==> config.mk <==
export PLATFORM = sky130hd
export DESIGN_NAME = fp16_add_arbiter_flat
export DESIGN_NICKNAME = d
export VERILOG_FILES = /design/src/rtl/fp16_add_arbiter_if.sv /design/src/rtl/fp16_add_arbiter.sv /design/src/flat_wrapper.sv
export SDC_FILE = /design/constraint.sdc
export NUM_CORES = 1
export LEC_CHECK = 0
export ABC_AREA = 1
export BUFFER_PORTS_ARGS = -buffer_cell sky130_fd_sc_hd__buf_2
export CAP_MARGIN = 15
export CORE_MARGIN = 2
export CORE_UTILIZATION = 39
export CTS_CLUSTER_DIAMETER = 50
export DETAILED_ROUTE_END_ITERATION = 16
export PLACE_DENSITY = 0.72
export SYNTH_ARGS = -nofsm -noshare
export SYNTH_HDL_FRONTEND = slang
export SYNTH_SLANG_ARGS = --single-unit
==> constraint.sdc <==
create_clock -name clk -period 1.82 [get_ports clk]
set_clock_uncertainty 0.05 [all_clocks]
set_input_delay 0.091 -clock clk [delete_from_list [all_inputs] [get_ports clk]]
set_output_delay 0.091 -clock clk [all_outputs]
set_load 0.005 [all_outputs]
==> src/rtl/fp16_add_arbiter_if.sv <==
// Requester and shared-adder signal bundle for fp16_add_arbiter.
// slave is the arbiter side; master is the requester/adder side.
interface fp16_add_arbiter_if #(
  parameter int NREQ = 4,
  parameter int IDW  = 2
);
  logic [NREQ-1:0]    req_valid;
  logic [NREQ-1:0]    req_ready;
  logic [16*NREQ-1:0] req_a;
  logic [16*NREQ-1:0] req_b;
  logic [NREQ-1:0]    req_sub;
  logic               add_valid;
  logic [15:0]        add_a;
  logic [15:0]        add_b;
  logic               add_sub;
  logic [15:0]        add_result;
  logic [NREQ-1:0]    rsp_valid;
  logic [15:0]        rsp_data;
  logic [IDW-1:0]     gnt_id;

  modport slave (
    input  req_valid, req_a, req_b, req_sub, add_result,
    output req_ready, add_valid, add_a, add_b, add_sub,
    output rsp_valid, rsp_data, gnt_id
  );

  modport master (
    output req_valid, req_a, req_b, req_sub, add_result,
    input  req_ready, add_valid, add_a, add_b, add_sub,
    input  rsp_valid, rsp_data, gnt_id
  );
endinterface

==> src/rtl/fp16_add_arbiter.sv <==
// Round-robin sharing of one pipelined FP16 adder among NREQ requesters,
// with a tag pipeline routing each result back to its issuer.
module fp16_add_arbiter #(
  parameter int NREQ = 4,
  parameter int LAT  = 2,
  parameter int IDW  = 2
) (
  input logic clk,
  input logic rst,
  fp16_add_arbiter_if.slave bus
);
  logic [IDW-1:0]  ptr;
  logic [IDW-1:0]  win;
  logic [IDW-1:0]  win_nxt;
  logic [IDW-1:0]  idx;
  logic            found;
  logic            hs;
  logic [NREQ-1:0] ready;

  logic            add_valid;
  logic [15:0]     add_a;
  logic [15:0]     add_b;
  logic            add_sub;
  logic [IDW-1:0]  gnt_id;
  logic [NREQ-1:0] rsp_valid;
  logic [15:0]     rsp_data;

  logic [LAT-1:0]  tag_v;
  logic [IDW-1:0]  tag_id [LAT];

  // First valid requester at or after ptr wins.
  always_comb begin
    found = 1'b0;
    win   = '0;
    idx   = '0;
    ready = '0;
    for (int i = 0; i < NREQ; i++) begin
      idx = IDW'((int'(ptr) + i) % NREQ);
      if (!found && bus.req_valid[idx]) begin
        found = 1'b1;
        win   = idx;
      end
    end
    if (found && !rst) ready[win] = 1'b1;
  end

  assign hs      = found & ~rst;
  assign win_nxt = (win == IDW'(NREQ - 1)) ? '0 : win + 1'b1;

  always_ff @(posedge clk) begin
    if (rst) begin
      ptr       <= '0;
      add_valid <= 1'b0;
      add_a     <= '0;
      add_b     <= '0;
      add_sub   <= 1'b0;
      gnt_id    <= '0;
    end else begin
      add_valid <= hs;
      if (hs) begin
        ptr     <= win_nxt;
        add_a   <= bus.req_a[int'(win)*16 +: 16];
        add_b   <= bus.req_b[int'(win)*16 +: 16];
        add_sub <= bus.req_sub[win];
        gnt_id  <= win;
      end
    end
  end

  // Stage 0 captures the issue registers, so the last stage lines up
  // with the cycle add_result is valid.
  always_ff @(posedge clk) begin
    if (rst) begin
      tag_v     <= '0;
      rsp_valid <= '0;
      rsp_data  <= '0;
    end else begin
      tag_v[0] <= add_valid;
      for (int i = 1; i < LAT; i++) tag_v[i] <= tag_v[i-1];
      if (tag_v[LAT-1]) begin
        rsp_valid <= NREQ'(1) << tag_id[LAT-1];
        rsp_data  <= bus.add_result;
      end else begin
        rsp_valid <= '0;
      end
    end
  end

  always_ff @(posedge clk) begin
    tag_id[0] <= gnt_id;
    for (int i = 1; i < LAT; i++) tag_id[i] <= tag_id[i-1];
  end

  assign bus.req_ready = ready;
  assign bus.add_valid = add_valid;
  assign bus.add_a     = add_a;
  assign bus.add_b     = add_b;
  assign bus.add_sub   = add_sub;
  assign bus.gnt_id    = gnt_id;
  assign bus.rsp_valid = rsp_valid;
  assign bus.rsp_data  = rsp_data;
endmodule

==> src/flat_wrapper.sv <==
// flat-port wrapper written by rule: the top's interface ports become plain ports
module fp16_add_arbiter_flat 
#(
  parameter int NREQ = 4,
  parameter int LAT  = 2,
  parameter int IDW  = 2
)
  (clk, rst, bus_req_valid, bus_req_a, bus_req_b, bus_req_sub, bus_add_result, bus_req_ready, bus_add_valid, bus_add_a, bus_add_b, bus_add_sub, bus_rsp_valid, bus_rsp_data, bus_gnt_id);
  fp16_add_arbiter_if #(.NREQ(NREQ), .IDW(IDW)) bus_i ();
  input logic clk;
  input logic rst;
  input wire logic [$bits(bus_i.req_valid)-1:0] bus_req_valid;
  input wire logic [$bits(bus_i.req_a)-1:0] bus_req_a;
  input wire logic [$bits(bus_i.req_b)-1:0] bus_req_b;
  input wire logic [$bits(bus_i.req_sub)-1:0] bus_req_sub;
  input wire logic [$bits(bus_i.add_result)-1:0] bus_add_result;
  output wire logic [$bits(bus_i.req_ready)-1:0] bus_req_ready;
  output wire logic [$bits(bus_i.add_valid)-1:0] bus_add_valid;
  output wire logic [$bits(bus_i.add_a)-1:0] bus_add_a;
  output wire logic [$bits(bus_i.add_b)-1:0] bus_add_b;
  output wire logic [$bits(bus_i.add_sub)-1:0] bus_add_sub;
  output wire logic [$bits(bus_i.rsp_valid)-1:0] bus_rsp_valid;
  output wire logic [$bits(bus_i.rsp_data)-1:0] bus_rsp_data;
  output wire logic [$bits(bus_i.gnt_id)-1:0] bus_gnt_id;
  assign bus_i.req_valid = bus_req_valid;
  assign bus_i.req_a = bus_req_a;
  assign bus_i.req_b = bus_req_b;
  assign bus_i.req_sub = bus_req_sub;
  assign bus_i.add_result = bus_add_result;
  assign bus_req_ready = bus_i.req_ready;
  assign bus_add_valid = bus_i.add_valid;
  assign bus_add_a = bus_i.add_a;
  assign bus_add_b = bus_i.add_b;
  assign bus_add_sub = bus_i.add_sub;
  assign bus_rsp_valid = bus_i.rsp_valid;
  assign bus_rsp_data = bus_i.rsp_data;
  assign bus_gnt_id = bus_i.gnt_id;
  fp16_add_arbiter #(.NREQ(NREQ), .LAT(LAT), .IDW(IDW)) u_core (.clk(clk), .rst(rst), .bus(bus_i));
endmodule
==> out/results.env <==
YS_SEQ_AREA_SHARE_PCT=36.2
CRITICAL_PATH.N_BUFFERS_INVERTERS=4
MAX_STAGE_DELAY_PS=400
FINAL_HOLD_VIOL_COUNT=0
DIE_HEIGHT_MICRONS=99.3
YS_WARN_COUNT=0
GP_CONGESTION=0.878
ANTENNA_VIOLATIONS_BEFORE_REPAIR=0
P_LEAK_nW=3.49
TIMING.CRITICAL_PATH.MAX_DELAY_FAMILY='simple AND/OR/NAND/NOR gates'
DP_HPWL_MICRONS=8860
RR_ENDPOINT='u_core.bus.add_b[6]'
CTS_INSERTED_BUFFERS=9
WORST_HOLD_STARTPOINT='bus_req_b[47]'
SYNTHESIS.INSTANCES=573
DRV.MAX_CAP_VIOLATION_COUNT=0
DR.FIRST_ITER.DRC_COUNT=289
FIN_CRIT_PS=2110
DETAILEDPLACE.WORSTSLACK_PS=-154
FINALSETUPVIOLATIONS=41
POST-ROUTE-DRC-COUNT=0
WORST-SLEW-PIN-TRANSITION_PS=444
LAYOUT_SETUP_WS_PS=-292
DIE-AREA_SQ_MM=0.00986
VIAS_PER_CELL=5.09
USE_MET2_PCT=46.6
MEAN_SYN_CELL_AREA_SQ_UM=6.18
VIAS_IN_THE_FIRST_GLOBAL_ROUTE=4586
SYNTH_SEQ_CELLS=64
GLOBAL_ROUTE.USAGE.MET1_PCT=32.3
WORST_HOLD_PATH_TYPE='in2reg'
GRT_MAX_DEGREE=34
DRT.ANTENNA.VIOLATING_NETS=0
FINAL-MAX-SLEW-VIOLATION-COUNT=0
TIMING.FMAX_MHz=473
CRITICAL_PATH.MOST_COMMON_CELL='nand2_4'
PWR_DENSITY_CELL_mW_PER_MM2=2190
CRITICAL_PATH.MAX_FANOUT=8
FIRST_PASS_GRT_WIRE_LENGTH_MICRONS=21200
AVGROUTEDWIREPERCELL_MICRONS=14.8
CLOCK-SINKS=64
ANTENNADIODECOUNT=0
PLACE.PORT_BUFFERS=213
R2R_PATH_START='u_core.ptr[0]'
PLACED_CELL_AREA_SQ_MM=0.00480
PATH_CLK_SLEW_PS=70
GRT_USE_MET3_PCT=4.85
IO_PINS=214
LAYOUT-DRIVE-GT1-SHARE_PCT=46.2
MAPPEDNETLISTAREA_SQ_MM=0.00354
CTS-ROOT-BUF='clkbuf_8'
CRIT_PATH_TOP_DELAY_CELL='dfxtp_4'
CRITICAL_PATH.ENDPOINT_TYPE='flip-flop'
CTS_BUFFER_DEPTH=2
HTREEDEPTH=3
GRT_BUSIEST_LAYER='met2'
CP_CELL_SEQUENCE='inv_6 -> nand2_1 -> nand2_2 -> nand2_4 -> nand2_4 -> nor2_4 -> nand3_2 -> nand2_4 -> nand2_4 -> buf_4 -> buf_6 -> bufbuf_16 -> nand2_1 -> nand3_1 -> nand3_1 -> nand2_1'
SYNTHESIS.NETS=727
FINAL_MIN_PERIOD_OVER_CLOCK_PERIOD_PCT=116
LAYOUT.FILLER_CELLS=698
LAYOUT-AREA-OVERHEAD-VS-SYNTH_PCT=79.8
DESIGN.FINAL.NETS=1001
TIMING.HOLD.WORST_PATH_DEPTH=5
WORST_HOLD_ENDPOINT='u_core.bus.add_b[15]'
CLK_LATENCY_PS=330
TOT_GR_TRACK_USE_PCT=26.4
DR_TOTAL_VIAS=4880
START_KIND='flip-flop'
WORST_ENDPOINT_REQUIRED_TIME_PS=2000
P_TOTAL_W=0.0139
SETUP_REPAIR_AFTER_GLOBAL_ROUTING_MISSED_ITS_MARGIN='true'
SYNTH.LIB_CELLS_USED.DISTINCT=21
PLACEMENT_ROWS=34
CTS_TREE='built'
GR_OVFL_TOTAL=0
WORST_PATH_ARRIVAL_PS=2300
FAILED_CHECKS='setup timing'
HIGHEST_IR_DROP_SEEN_ON_VDD_V=0.00128
DRT-PASS1-ITER-COUNT=7
CORE_REGION_AREA_SQ_MM=0.00876
DETAIL_ROUTE.WIRELENGTH_MICRONS=14200
NUMBER_OF_CELL_INSTANCES_ON_THE_WORST_REGISTER_TO_REGISTER_PATH=16
DESIGN_AREA_SQ_MM=0.00637
SETUP.WORST_PATH.CLASS='reg2reg'
DIE_WIDTH_MICRONS=99.3
OUTCOME='complete, but fails checks'
SLEW-LIMIT-HEADROOM_PCT=70.4
FLOORPLAN.INITIALDENSITY_PCT=40.4
WORST-R2R-SETUP-SLACK_PS=-290
## power breakdown
group / internal, W / switching, W
clock: 0.000557 / 0.000519
combinational: 0.00540 / 0.00537
sequential: 0.00186 / 0.000245
## worst min-delay path: cells and delay by family
family | cells | cell delay [ps]
AND/OR/NAND/NOR | 4 | 210
buffers and inverters | 1 | 80
## synth_stat cells (all sizes together)
cell type    n  area (sq um)
a21oi        1          5.00
a31oi        1          6.26
buf         23           155
clkbuf      15          56.3
dfxtp       64          1280
inv         45           169
nand2      187           707
nand3      161           816
nand3b       3          22.5
nor2        48           190
o21ai       19          95.1
or2          6          37.5
## cell type report
type / instances / area (sq um) / area share (%)
timing repair buffer: 301 / 2240 / 35.3
inverter: 45 / 194 / 3.05
multi-input combinational: 426 / 2330 / 36.6
sequential: 64 / 1290 / 20.2
tap: 108 / 135 / 2.12
clock buffer: 12 / 155 / 2.44
clock inverter: 3 / 17.5 / 0.275
## cells by family after synthesis
logic type | after synthesis | synth area share, %
and+or+nand+nor | 405 | 50.1
buffers and inverters | 83 | 10.7
AOI/OAI and AO/OA | 21 | 3.00
DFF | 64 | 36.2
## placed cells by master, fill, tap and decap left out, types with 2 or more instances in the layout
| cell type | netlist | final |
|---|---|---|
| nand2_1 | 185 | 152 |
| buf_6 | 6 | 14 |
| clkinv_4 | 0 | 2 |
| buf_8 | 0 | 6 |
| clkinv_2 | 0 | 2 |
| or2_1 | 3 | 3 |
| buf_16 | 0 | 9 |
| buf_12 | 0 | 7 |
| dfxtp_1 | 64 | 62 |
| or2_0 | 3 | 3 |
| nand2_2 | 2 | 18 |
| nand3_1 | 159 | 119 |
| nor2_2 | 1 | 4 |
| dlygate4sd3_1 | 0 | 19 |
| nand3_4 | 0 | 3 |
| nor2_1 | 46 | 38 |
| clkbuf_8 | 0 | 11 |
| dfxtp_4 | 0 | 2 |
| nor2_4 | 1 | 6 |
| buf_4 | 1 | 29 |
| nand2_4 | 0 | 16 |
| nand3_2 | 2 | 39 |
| o21ai_0 | 17 | 17 |
| inv_1 | 40 | 39 |
| nand3b_1 | 3 | 3 |
| buf_2 | 16 | 212 |
| clkbuf_16 | 0 | 3 |
| bufbuf_16 | 0 | 2 |
## worst max path at each step
stage	startpoint	end	depth (start not counted)
floorplan	u_core.ptr[0]	u_core.bus.add_b[13]	12
global placement	u_core.ptr[0]	u_core.bus.add_b[8]	13
detailed placement	u_core.ptr[0]	bus_req_ready[1]	14
CTS	u_core.ptr[0]	bus_req_ready[1]	14
global route	u_core.ptr[0]	bus_req_ready[3]	14
finish	u_core.ptr[0]	u_core.bus.add_b[6]	16
## per-stage QoR
step	instances	hold slack, ps	utilization, %	TNS (ps)
5_1_grt	959	34.3	72.6	-12960
3_5_place_dp	884	263	54.7	-4370
4_1_cts	948	2.44	66.7	-7890
6_report	959	25.4	72.6	-8290
2_1_floorplan	573	112	-	0
3_3_place_gp	884	261	54.7	-1480
## flip-flops by register name (all words and copies together), names as in the netlist
name	flops
u_core.bus.add_a	16
u_core.bus.add_b	16
u_core.bus.rsp_data	16
u_core.bus.rsp_valid	4
u_core.tag_id	4
u_core.bus.gnt_id	2
u_core.ptr	2
u_core.tag_v	2
u_core.bus.add_sub	1
u_core.bus.add_valid	1
## timing repair
action	in CTS	in global routing
gates cloned	11	4
hold endpoints to repair	20	0
setup endpoints to repair	41	41
hold buffers	19	0
resized for setup	65	104
setup buffers	20	8
pin swaps	27	47
## routing by layer
layer  part of all wire (%)  wire length [microns]
met1                     40                   5700
met2                     49                   6980
met3                    8.7                   1240
met4                    2.2                    318
met5                      0                      0
(Power assumes the default switching activity.)
